### config.mk
export PLATFORM = sky130hd
export DESIGN_NAME = muldiv_sequencer
export DESIGN_NICKNAME = d
export VERILOG_FILES = /design/src/rtl/muldiv_sequencer.sv
export SDC_FILE = /design/constraint.sdc
export NUM_CORES = 1
export LEC_CHECK = 0
export CAP_MARGIN = 0
export CELL_PAD_IN_SITES_DETAIL_PLACEMENT = 0
export CELL_PAD_IN_SITES_GLOBAL_PLACEMENT = 2
export CORE_ASPECT_RATIO = 0.75
export CORE_UTILIZATION = 35
export DETAILED_ROUTE_END_ITERATION = 8
export GPL_ROUTABILITY_DRIVEN = 1
export GPL_TIMING_DRIVEN = 0
export PLACE_DENSITY_LB_ADDON = 0.1
export SLEW_MARGIN = 10
export SYNTH_ARGS = -nofsm -noshare
export SYNTH_HDL_FRONTEND = slang
export SYNTH_SLANG_ARGS = --single-unit
### constraint.sdc
create_clock -name clk -period 12 [get_ports clk]
set_input_delay 1.8 -clock clk [delete_from_list [all_inputs] [get_ports clk]]
set_output_delay 1.8 -clock clk [all_outputs]
set_load 0.01 [all_outputs]
### src/rtl/muldiv_sequencer.sv
// muldiv_sequencer: iterative mult/div unit and HI/LO owner beside the EX-stage ALU.
// Optional MULDIV_EARLY_OUT_EN: multiplies leave RUN once the multiplier is exhausted.
module muldiv_sequencer #(
    parameter int DATA_W = 32
) (
    input  logic              clk,
    input  logic              rst_n,
    input  logic              start,
    input  logic [1:0]        op,
    input  logic [DATA_W-1:0] src_a,
    input  logic [DATA_W-1:0] src_b,
    input  logic [1:0]        hilo_we,
    input  logic              rd_req,
    input  logic              flush,
    output logic              busy,
    output logic              stall_req,
    output logic              done,
    output logic              div_by_zero,
    output logic [DATA_W-1:0] hi,
    output logic [DATA_W-1:0] lo
);
    localparam int W = DATA_W;

    localparam logic [1:0] S_IDLE = 2'd0;
    localparam logic [1:0] S_PREP = 2'd1;
    localparam logic [1:0] S_RUN  = 2'd2;
    localparam logic [1:0] S_FIX  = 2'd3;

    logic [1:0]     state;
    logic [1:0]     op_q;
    logic [W-1:0]   a_mag;
    logic [W-1:0]   b_mag;
    logic [W-1:0]   a_raw;
    logic [W-1:0]   acc_hi;
    logic [W-1:0]   acc_lo;
    logic           p_neg;
    logic           r_neg;
    logic           dbz_q;
    logic [4:0]     cnt;

    logic           is_div;
    logic           in_signed;
    logic           a_neg;
    logic           b_neg;
    logic [W-1:0]   a_abs;
    logic [W-1:0]   b_abs;
    logic [W-1:0]   mul_y;
    logic [W:0]     add_x;
    logic [W:0]     add_y;
    logic [W+1:0]   add_res;
    logic           fits;
    logic           run_last;
    logic [W-1:0]   hi_nxt;
    logic [W-1:0]   lo_nxt;
    logic [2*W-1:0] prod;
    logic [2*W-1:0] prod_fix;
    logic [W-1:0]   quo_fix;
    logic [W-1:0]   rem_fix;
`ifdef MULDIV_EARLY_OUT_EN
    logic [W-1:0]   mrem;
    logic [5:0]     shamt;
`endif

    assign is_div    = op_q[1];
    assign busy      = state != S_IDLE;
    assign stall_req = busy & (start | rd_req | (hilo_we != 2'b00));

    always_comb begin : operand_prep
        in_signed = ~op[0];
        a_neg     = in_signed & src_a[W-1];
        b_neg     = in_signed & src_b[W-1];
        a_abs     = a_neg ? -src_a : src_a;
        b_abs     = b_neg ? -src_b : src_b;
    end

    // One adder: add for shift-add multiply, subtract for restoring divide.
    always_comb begin : shared_adder
        mul_y   = acc_lo[0] ? a_mag : '0;
        add_x   = is_div ? {acc_hi, acc_lo[W-1]} : {1'b0, acc_hi};
        add_y   = is_div ? {1'b0, b_mag} : {1'b0, mul_y};
        add_res = {1'b0, add_x}
                + {1'b0, add_y ^ {(W+1){is_div}}}
                + {{(W+1){1'b0}}, is_div};
        fits    = add_res[W+1];
        if (is_div) begin
            hi_nxt = fits ? add_res[W-1:0] : add_x[W-1:0];
            lo_nxt = {acc_lo[W-2:0], fits};
        end else begin
            hi_nxt = add_res[W:1];
            lo_nxt = {add_res[0], acc_lo[W-1:1]};
        end
    end

    always_comb begin : run_exit
        run_last = cnt == 5'd31;
`ifdef MULDIV_EARLY_OUT_EN
        if (!is_div && mrem[W-1:1] == '0) begin
            run_last = 1'b1;
        end
`endif
    end

    // cnt holds the iteration count mod 32; an early exit leaves the
    // product partly shifted, so realign it before sign correction.
    always_comb begin : sign_fix
`ifdef MULDIV_EARLY_OUT_EN
        shamt = (cnt == 5'd0) ? 6'd0 : 6'd32 - {1'b0, cnt};
        prod  = {acc_hi, acc_lo} >> shamt;
`else
        prod  = {acc_hi, acc_lo};
`endif
        prod_fix = p_neg ? -prod : prod;
        quo_fix  = p_neg ? -acc_lo : acc_lo;
        rem_fix  = r_neg ? -acc_hi : acc_hi;
    end

    always_ff @(posedge clk or negedge rst_n) begin
        if (!rst_n) begin
            state       <= S_IDLE;
            op_q        <= 2'b00;
            a_mag       <= '0;
            b_mag       <= '0;
            a_raw       <= '0;
            acc_hi      <= '0;
            acc_lo      <= '0;
            p_neg       <= 1'b0;
            r_neg       <= 1'b0;
            dbz_q       <= 1'b0;
            cnt         <= 5'd0;
            done        <= 1'b0;
            div_by_zero <= 1'b0;
            hi          <= '0;
            lo          <= '0;
`ifdef MULDIV_EARLY_OUT_EN
            mrem        <= '0;
`endif
        end else begin
            done        <= 1'b0;
            div_by_zero <= 1'b0;
            unique case (state)
                S_IDLE: begin
                    if (hilo_we[1]) hi <= src_a;
                    if (hilo_we[0]) lo <= src_a;
                    if (start && !flush) begin
                        op_q  <= op;
                        a_mag <= a_abs;
                        b_mag <= b_abs;
                        a_raw <= src_a;
                        p_neg <= a_neg ^ b_neg;
                        r_neg <= a_neg;
                        dbz_q <= op[1] & (src_b == '0);
                        state <= S_PREP;
                    end
                end
                S_PREP: begin
                    if (flush) begin
                        state <= S_IDLE;
                    end else begin
                        acc_hi <= '0;
                        acc_lo <= is_div ? a_mag : b_mag;
                        cnt    <= 5'd0;
`ifdef MULDIV_EARLY_OUT_EN
                        mrem   <= b_mag;
`endif
                        state  <= S_RUN;
                    end
                end
                S_RUN: begin
                    if (flush) begin
                        state <= S_IDLE;
                    end else begin
                        acc_hi <= hi_nxt;
                        acc_lo <= lo_nxt;
                        cnt    <= cnt + 5'd1;
`ifdef MULDIV_EARLY_OUT_EN
                        mrem   <= mrem >> 1;
`endif
                        if (run_last) state <= S_FIX;
                    end
                end
                S_FIX: begin
                    if (flush) begin
                        state <= S_IDLE;
                    end else begin
                        if (is_div && dbz_q) begin
                            hi <= a_raw;
                            lo <= '1;
                        end else if (is_div) begin
                            hi <= rem_fix;
                            lo <= quo_fix;
                        end else begin
                            hi <= prod_fix[2*W-1:W];
                            lo <= prod_fix[W-1:0];
                        end
                        done        <= 1'b1;
                        div_by_zero <= is_div & dbz_q;
                        state       <= S_IDLE;
                    end
                end
                default: state <= S_IDLE;
            endcase
        end
    end

endmodule

==> impl_summary.md, run 1 <==
Critical path
The largest individual stage delay along the critical path comes from the cell buf_1. In this design, the stage delay of the slowest critical-path cell is 550 ps. The startpoint class of the critical path is a flip-flop. The data required time of the critical path is 12,500 ps. Traced cell by cell, the critical path runs through buf_2 > buf_2 > clkbuf_1 > buf_1 > mux2_2 > ha_1 > a21oi_1 > o21ai_0 > o21ai_1 > o221ai_1 > a21oi_2 > o21a_1 > buf_2 > o221ai_1 > o21ai_0. The data arrival at the endpoint of the critical path is 6140 ps. Of all nets on the critical path, the largest fanout is 10. STA classifies the critical path endpoint as a flip-flop. The setup path with the least slack is of type flip-flop to flip-flop. The dominant cell type by count on the critical path is buf_2.

Die
The floorplan step defined a die boundary enclosing 0.04623 mm^2. From bottom edge to top edge, the die measures 186.5 um. The initial core utilization is 35.53%. Measured along the x axis, the die boundary spans around 250 um. The core region area is 0.04468 mm^2.

The number of ports placed on the die boundary is about 140. In this run the core area contains 67 standard-cell rows.

Clocking
The number of gates resized after CTS was 0. The H-tree depth reported by CTS is 1. The longest clock path from root to sink contains 3 buffers. The later pin in the worst-skew pair is clocked with a latency of 580 ps.

The number of clock buffers inserted by TritonCTS is 28. The clock tree from TritonCTS is done. The TritonCTS sink count is 236. After clock tree synthesis, the flow added hold-fix buffers numbering 0. Clock-pin slew was measured on the worst setup and hold paths at 70 ps. After clock tree synthesis, the setup repair step added 0 buffers. The cell sitting at the root of the clock tree is a clkbuf_16.

Global routing
The via count of the first global-routing pass was about 14,000. The first global-routing pass estimated just under 100,000 um of wire. The total overflow left after global routing is 0. Global routing used 28.14% of the available tracks. The pin count of the biggest net entering global routing is about 110. The number of antenna violations at the first check in global routing is 1.

Min path
In this run the worst hold path is classified as flip-flop to flip-flop.

Drt
Dividing the detail-routed via count by the number of cells gives around 5.7. After detailed routing, the average wire length per cell comes to 24.45 um. The routed layout has 15,210 vias. The detailed router finished its first iteration with 1,439 violations.

The first TritonRoute pass finished after 5 iterations. For this run, design rule violations remaining after detail routing come to 0. The remaining number of nets flagged by the antenna check after routing is 0. The final layout contains routed wiring with a total length of between 60,000 and 70,000 um.

Synth
For this run, the leading register cell type out of synthesis is dfrtp_1. Counting flops with a built-in enable in the synthesized netlist gives 0. The post-synthesis sequential element count is 236. The synthesized netlist occupies a cell area of 0.01588 mm^2.

The synthesized netlist cell count is 1,893. The fraction of registers with async set or reset after synthesis is 100.0%. The distinct cell type count of the synthesized netlist is slightly above 80. The synthesized area per cell is 8.387 um^2.

The Yosys step of the flow raised 0 warnings. For this run, the register share of the synthesized area comes to 37.20%. The synthesized net count is roughly 2,000.

Pwr
IR analysis of the VDD net gives a maximum drop of 119.8 uV. The power per unit of standard cell area is 210.7 mW/mm^2. The static leakage is 7.958 nW.

Placed design
Once placement completed, the tool counted placed cells totaling 2,616. The routability congestion estimate is between 0.9 and 1. Prior to clock tree synthesis, the placed netlist has a worst setup slack of about 6500 ps. The number of port buffers is between 100 and 150. The sum of net half-perimeters after detailed placement is 51,440 um.

Outcome
The flow ran to the end, and the final reports show no timing, DRC or antenna violations.

Timing
The final number of hold-violating endpoints is 0. The least setup slack across all paths after layout is 6364 ps. The share of the cycle needed by the critical path after routing is 46.96%. For this run, the top clock speed supported by timing is between 150 and 200 MHz. After layout, the minimum clock period comes to 5636 ps. At the pin with the least slew margin, the transition time is around 900 ps. The final number of max-transition violations was 0. Setup repair after global routing left no endpoint under its margin.

The number of failing setup endpoints in the final timing report is 0. The clock arrives with 17.59 ps of skew. The worst pin sits at a relative slew slack of 39.76%.

Finish
Once layout is complete, the utilization of the core stands at between 40 and 50%. The final cell count without fillers is 2,670. The area added between synthesis and finish is 19.64%.

After the last flow step, the layout net total stands at ~2,200. The share of cells above drive strength 1 is 8.265%.

Job
Max-cap violations in this run came to 0.
[metal layers]
layer,vias to the layer above,wire length (um),track usage [%]
met5,-,0,0
met4,0,1362,6.064
met3,62,5124,4.689
met2,568,26150,38.57
met1,7505,32650,45.22
li1,7070,-,-
[final timing paths]
kind,slack (ps),startpoint,to,cells past startpoint
min,470,lo[28],lo[28],2
min reg2reg,470,lo[28],lo[28],2
max reg2reg,6360,op_q[1],acc_hi[15],15
max,6360,op_q[1],acc_hi[15],15
min in group asynchronous,1170,rst_n,hi[17],1
max in group asynchronous,9840,rst_n,a_mag[13],2
[cells in the final DEF (no fill, tap or decap), types with 19 or more instances in the layout]
cell type          n
dfrtp_1          236
inv_1             26
nand2_1          432
clkbuf_1         106
nor2_1           103
or3_1             26
a21oi_1           90
xor2_1            53
mux2_2            30
ha_1              37
nand3_1           19
o221ai_1          35
xnor2_1           97
o22ai_1           38
mux4_2            29
clkbuf_16         29
clkdlybuf4s50_1  133
o21ai_0          231
o31ai_1           22
nor3_1            31
a31oi_1           20
[final cells by class]
type	count	area [um^2]
Timing Repair Buffer	137	1409
Multi-Input combinational cell	1495	9299
Tap cell	586	733.2
Buffer	134	566.8
Fill cell	4522	25690
Sequential cell	236	5906
Antenna cell	3	7.507
Clock inverter	12	120.1
Inverter	28	110.1
Clock buffer	39	843.3
[flip-flops by register name (all words and copies together), names as in the netlist]
signal,cells
acc_lo,32
r_neg,1
state,2
done,1
dbz_q,1
a_raw,31
p_neg,1
op_q,1
b_mag,32
div_by_zero,1
hi,32
acc_hi,32
a_mag,32
lo,32
cnt,5
[through the flow]
step                      hold slack [ps]  cell area (um^2)  TNS, ps  power [mW]
after floorplan                     440.4             15880        0       2.363
after global placement              455.0             17950  -348710       3.058
after detailed placement            463.0             18020        0       3.074
after CTS                           477.6             18990        0       3.981
after global routing                494.7             18990        0       4.231
final                               473.8             18990        0       4.003
[cell usage after synthesis, types with 15 or more instances]
library cell	instances	share of area [%]
o21ai_0	231	7.3
nand2_1	432	10
inv_1	26	0.61
dfrtp_1	236	37
nor2_1	103	2.4
a21oi_1	90	2.8
clkbuf_1	104	2.5
ha_1	37	2.9
xnor2_1	97	5.4
xor2_1	53	2.9
o221ai_1	35	1.9
mux2_2	30	2.1
nand3_1	19	0.60
o31ai_1	22	1.0
a31oi_1	20	0.79
o21ai_1	15	0.47
mux4_2	29	4.1
or3_1	26	1.0
o22ai_1	38	1.5
nor3_1	31	0.98
[cells by family after synthesis]
logic type / synth area share, %
compound gates: 19.95
xor+xnor: 8.275
fa+ha+maj: 3.042
buf+inv: 4.263
flops: 37.20
mux: 6.888
simple gates: 20.39
[where the power goes]
| group | internal [mW] | switching, mW | leakage, nW |
|---|---|---|---|
| clock | 0.531 | 0.371 | 0.481 |
| combinational | 0.716 | 1.12 | 4.53 |
| sequential | 0.989 | 0.280 | 2.95 |
| total | 2.24 | 1.77 | 7.96 |
[critical path, delay by kind of cell (launching register included)]
family	cells	cell delay [ps]
AOI/OAI and AO/OA	8	2310
adders and majority gates	1	380
buffers and inverters	5	2040
muxes	1	420
DFF	1	370
No activity file was read; power rests on OpenSTA's default activity.
==> inputs of run 2 (changes only) <==
clock period = 5.8 ns   (was 12 ns; I/O delays follow)
==> run 2 against run 1 <==
Net effect:
- clock-buffer cell count unchanged
- non-clock buffer count unchanged
- worst hold slack lost 230 ps
- critical endpoint unchanged
- die area did not move
- design area barely moved
- first-iteration DRC count down 0.21%
- sequential share of layout area about the same
- clock power up 110%
==> impl_summary.md, run 2 (synthesized netlist as in run 1, its figures left out) <==
Placed design
Buffers placed on the I/O ports in this run total 134. After legalization and detailed placement, the total HPWL measured 51,440 um. The congestion estimate from routability-driven global placement came to slightly above 0.9. The setup slack after placement is between 200 and 300 ps.

Critical path
The longest individual stage delay on the worst path is 480 ps. For the worst setup path, the data required time is 6300 ps. The path type of the worst setup path is flip-flop to flip-flop. Measured in cells, the most critical reg-to-reg path has a length of 15. Along the worst path, the maximum fanout reaches 10. Data arrives at the worst endpoint at 5940 ps. The worst setup path is launched from a flip-flop.

The source of the worst register-to-register timing path is op_q[1]. The end of the worst register-to-register path is acc_hi[15]. Traced cell by cell, the critical path runs through buf_2 > buf_2 > clkbuf_1 > clkbuf_2 > mux2_2 > ha_1 > a21oi_1 > o21ai_0 > o21ai_1 > o221ai_1 > a21oi_2 > o21a_1 > buf_2 > o221ai_1 > o21ai_0. STA classifies the critical path endpoint as a flip-flop. Across all register-to-register paths, the minimum setup slack is 360 ps. The largest individual stage delay along the critical path comes from the cell a21oi_2. The cell that appears most often on the critical path is buf_2.

Drt
The pre-antenna-repair detailed-routing pass consisted of 5 iterations. After detailed routing, the number of remaining DRC violations is 0. The mean routed wirelength per cell is between 20 and 25 um. The wire length after detailed routing is 65,260 um. Using the TritonRoute via totals, the vias-per-cell ratio works out to 5.685. For this block, wires on met1 add up to 32,670 um. The routed via count is 15,180. The routed design uses 26,130 um of met2 wire. The remaining number of nets flagged by the antenna check after routing is 0. The initial DRC count is 1,436. The routed design uses 5103 um of met3 wire. The topmost layer with routed signal wires is met4.

Clocking
The number of clock buffers inserted by TritonCTS is 28. The clock-pin slew on the worst setup and hold paths is 70 ps. TritonCTS built the clock tree.

The clock root buffer is clkbuf_16. The tree built by TritonCTS fans out to 236 sinks. The longest clock path from root to sink contains 3 buffers. The latest clock arrival within the worst-skew pair is just under 600 ps.

The H-tree depth reported by CTS is 1.

Pwr
The clock network burns between 20% and 30% of the power. Internal power comes to 4.626 mW. The switching power share of the total is 44.15%.

The relative contribution of sequential cells to total power is a little under a third. Per report_power, the combinational group accounts for a little under half of the total. The net switching power of the design is approximately 3.7 mW. The peak supply drop is between 200 and 250 uV. The analysis attributes to cell leakage a power of 7.961 nW. The power per unit of standard cell area is 436.0 mW/mm^2.

Global routing
The number of antenna violations at the first check in global routing was 1. The first global-routing pass estimated 96,320 um of wire. In the global route stage, overall resource usage came out at between 20% and 30%. Entering global routing, the biggest net connects 106 pins. The via count of the first global-routing pass is 14,170.

Summed over all layers, the global routing overflow is 0.

Finish
The library cells used most frequently in the layout, excluding fill and tap cells, are 432 x nand2_1, 236 x dfrtp_1, 231 x o21ai_0, 133 x clkdlybuf4s50_1, 106 x clkbuf_1. The fill cell instance count of the final layout is 4,521. The commonest non-fill, non-tap cell in the layout is nand2_1. Summing all multi-input logic gate instances after layout gives 0.009299 mm^2. The area added between synthesis and finish is 19.65%. In the final layout, flip-flops and latches occupy 0.005906 mm^2. The net count of the finished layout is roughly 2,200. The share of cells above drive strength 1 is 8.313%.

Outcome
The flow ran to the end, and the final reports show no timing, DRC or antenna violations.

Timing
Setup slack on the critical path of the routed design comes to ~360 ps. The final number of max-transition violations is 0. The clock period could shrink to between 5000 and 6000 ps. Based on the critical path, the design can be clocked at up to 183.8 MHz. The post-route clock skew is 17.21 ps.

The worst path uses between 90% and 100% of the clock period. At the pin with the least slew margin, the transition time is 903.5 ps. The final number of hold-violating endpoints is 0. Setup violations remaining at the end of the flow were counted as 0. The final setup TNS is 0 ps. Headroom to the max-slew limit came out at 39.76%. Setup repair after global routing left no endpoint under its margin.

Die
The number of core rows is 67. The number of ports placed on the die boundary is 141. The die is 186.5 um tall. The initial core utilization is 35.53%. In this run the horizontal extent of the chip is 247.9 um. The core region is between 0.04 and 0.05 mm^2. The die covers 0.04623 mm^2.

Job
The max-cap check violation count is 0.

Min path
The path class of the lowest-slack min-delay path is primary input to async pin.
## run 2: final cells by class
type                            instances  share of cell area (%)
Multi-Input combinational cell       1495                   48.95
Sequential cell                       236                   31.09
Timing Repair Buffer                  137                   7.417
Clock buffer                           39                   4.439
Tap cell                              586                   3.860
Buffer                                134                   2.990
Clock inverter                         12                  0.6323
Inverter                               28                  0.5796
Antenna cell                            3                 0.03952
## run 2: how the worst max path moves through the flow
stage          slack [ps]     from    endpoint
2_1_floorplan        1740  op_q[1]  acc_hi[31]
3_3_place_gp        -6810    rst_n   b_mag[12]
3_5_place_dp          290  op_q[1]  acc_hi[15]
4_1_cts               240  op_q[1]  acc_hi[15]
5_1_grt                 6  op_q[1]  acc_hi[14]
6_report              360  op_q[1]  acc_hi[15]
## run 2: worst max-delay path: cells and delay by family (launching register included)
kind | cells | cell delay [ps]
AO/OA/AOI/OAI | 8 | 2310
buffers and inverters | 5 | 1880
multiplexers | 1 | 390
adder cells (fa/ha/maj) | 1 | 380
flip-flops | 1 | 370
## run 2: repair_timing
item | 4_1_cts | 5_1_grt
resized for setup | 0 | 1
setup endpoints to repair | 0 | 26
hold buffers | 0 | 0
setup buffers | 0 | 0
## run 2: power groups by stage
stage          clock [mW]  combinational, mW  sequential (mW)
2_1_floorplan           0               2.48             2.41
3_3_place_gp            0               3.71             2.62
3_5_place_dp            0               3.73             2.63
4_1_cts              1.89               3.75             2.60
5_1_grt              1.95               4.13             2.67
6_report             1.87               3.79             2.63
## run 2: metal layers
layer  GRT usage [%]  up-vias
met3           4.689       62
met5               0        -
met4           6.064        0
li1                -     7069
met1           45.22     7488
met2           38.57      559
## run 2: per-stage QoR
stage	cell area (um^2)	total power, mW	hold slack (ps)	util (%)	instances
2_1_floorplan	15880	4.890	440.4	-	1893
3_3_place_gp	17950	6.326	455.0	40.18	2613
3_5_place_dp	18020	6.359	463.0	40.34	2616
4_1_cts	18990	8.236	268.3	42.49	2667
5_1_grt	18990	8.754	276.5	42.50	2667
6_report	19000	8.282	239.5	42.51	2670
==> inputs of run 3 (changes only) <==
clock period = 6.13 ns   (was 5.8 ns; I/O delays follow)
==> results of run 3 <==
The final DEF is identical to that of run 1. Status: completed.
Main changes from that run: setup slack after placement 6488 ps -> 617.7 ps; setup slack after layout 6364 ps -> 494.3 ps; hold slack 473.8 ps -> 289.3 ps; register-to-register setup slack 6360 ps -> 490 ps; total power 4.003 mW -> 7.836 mW; worst IR drop on VDD 119.8 uV -> 234.6 uV
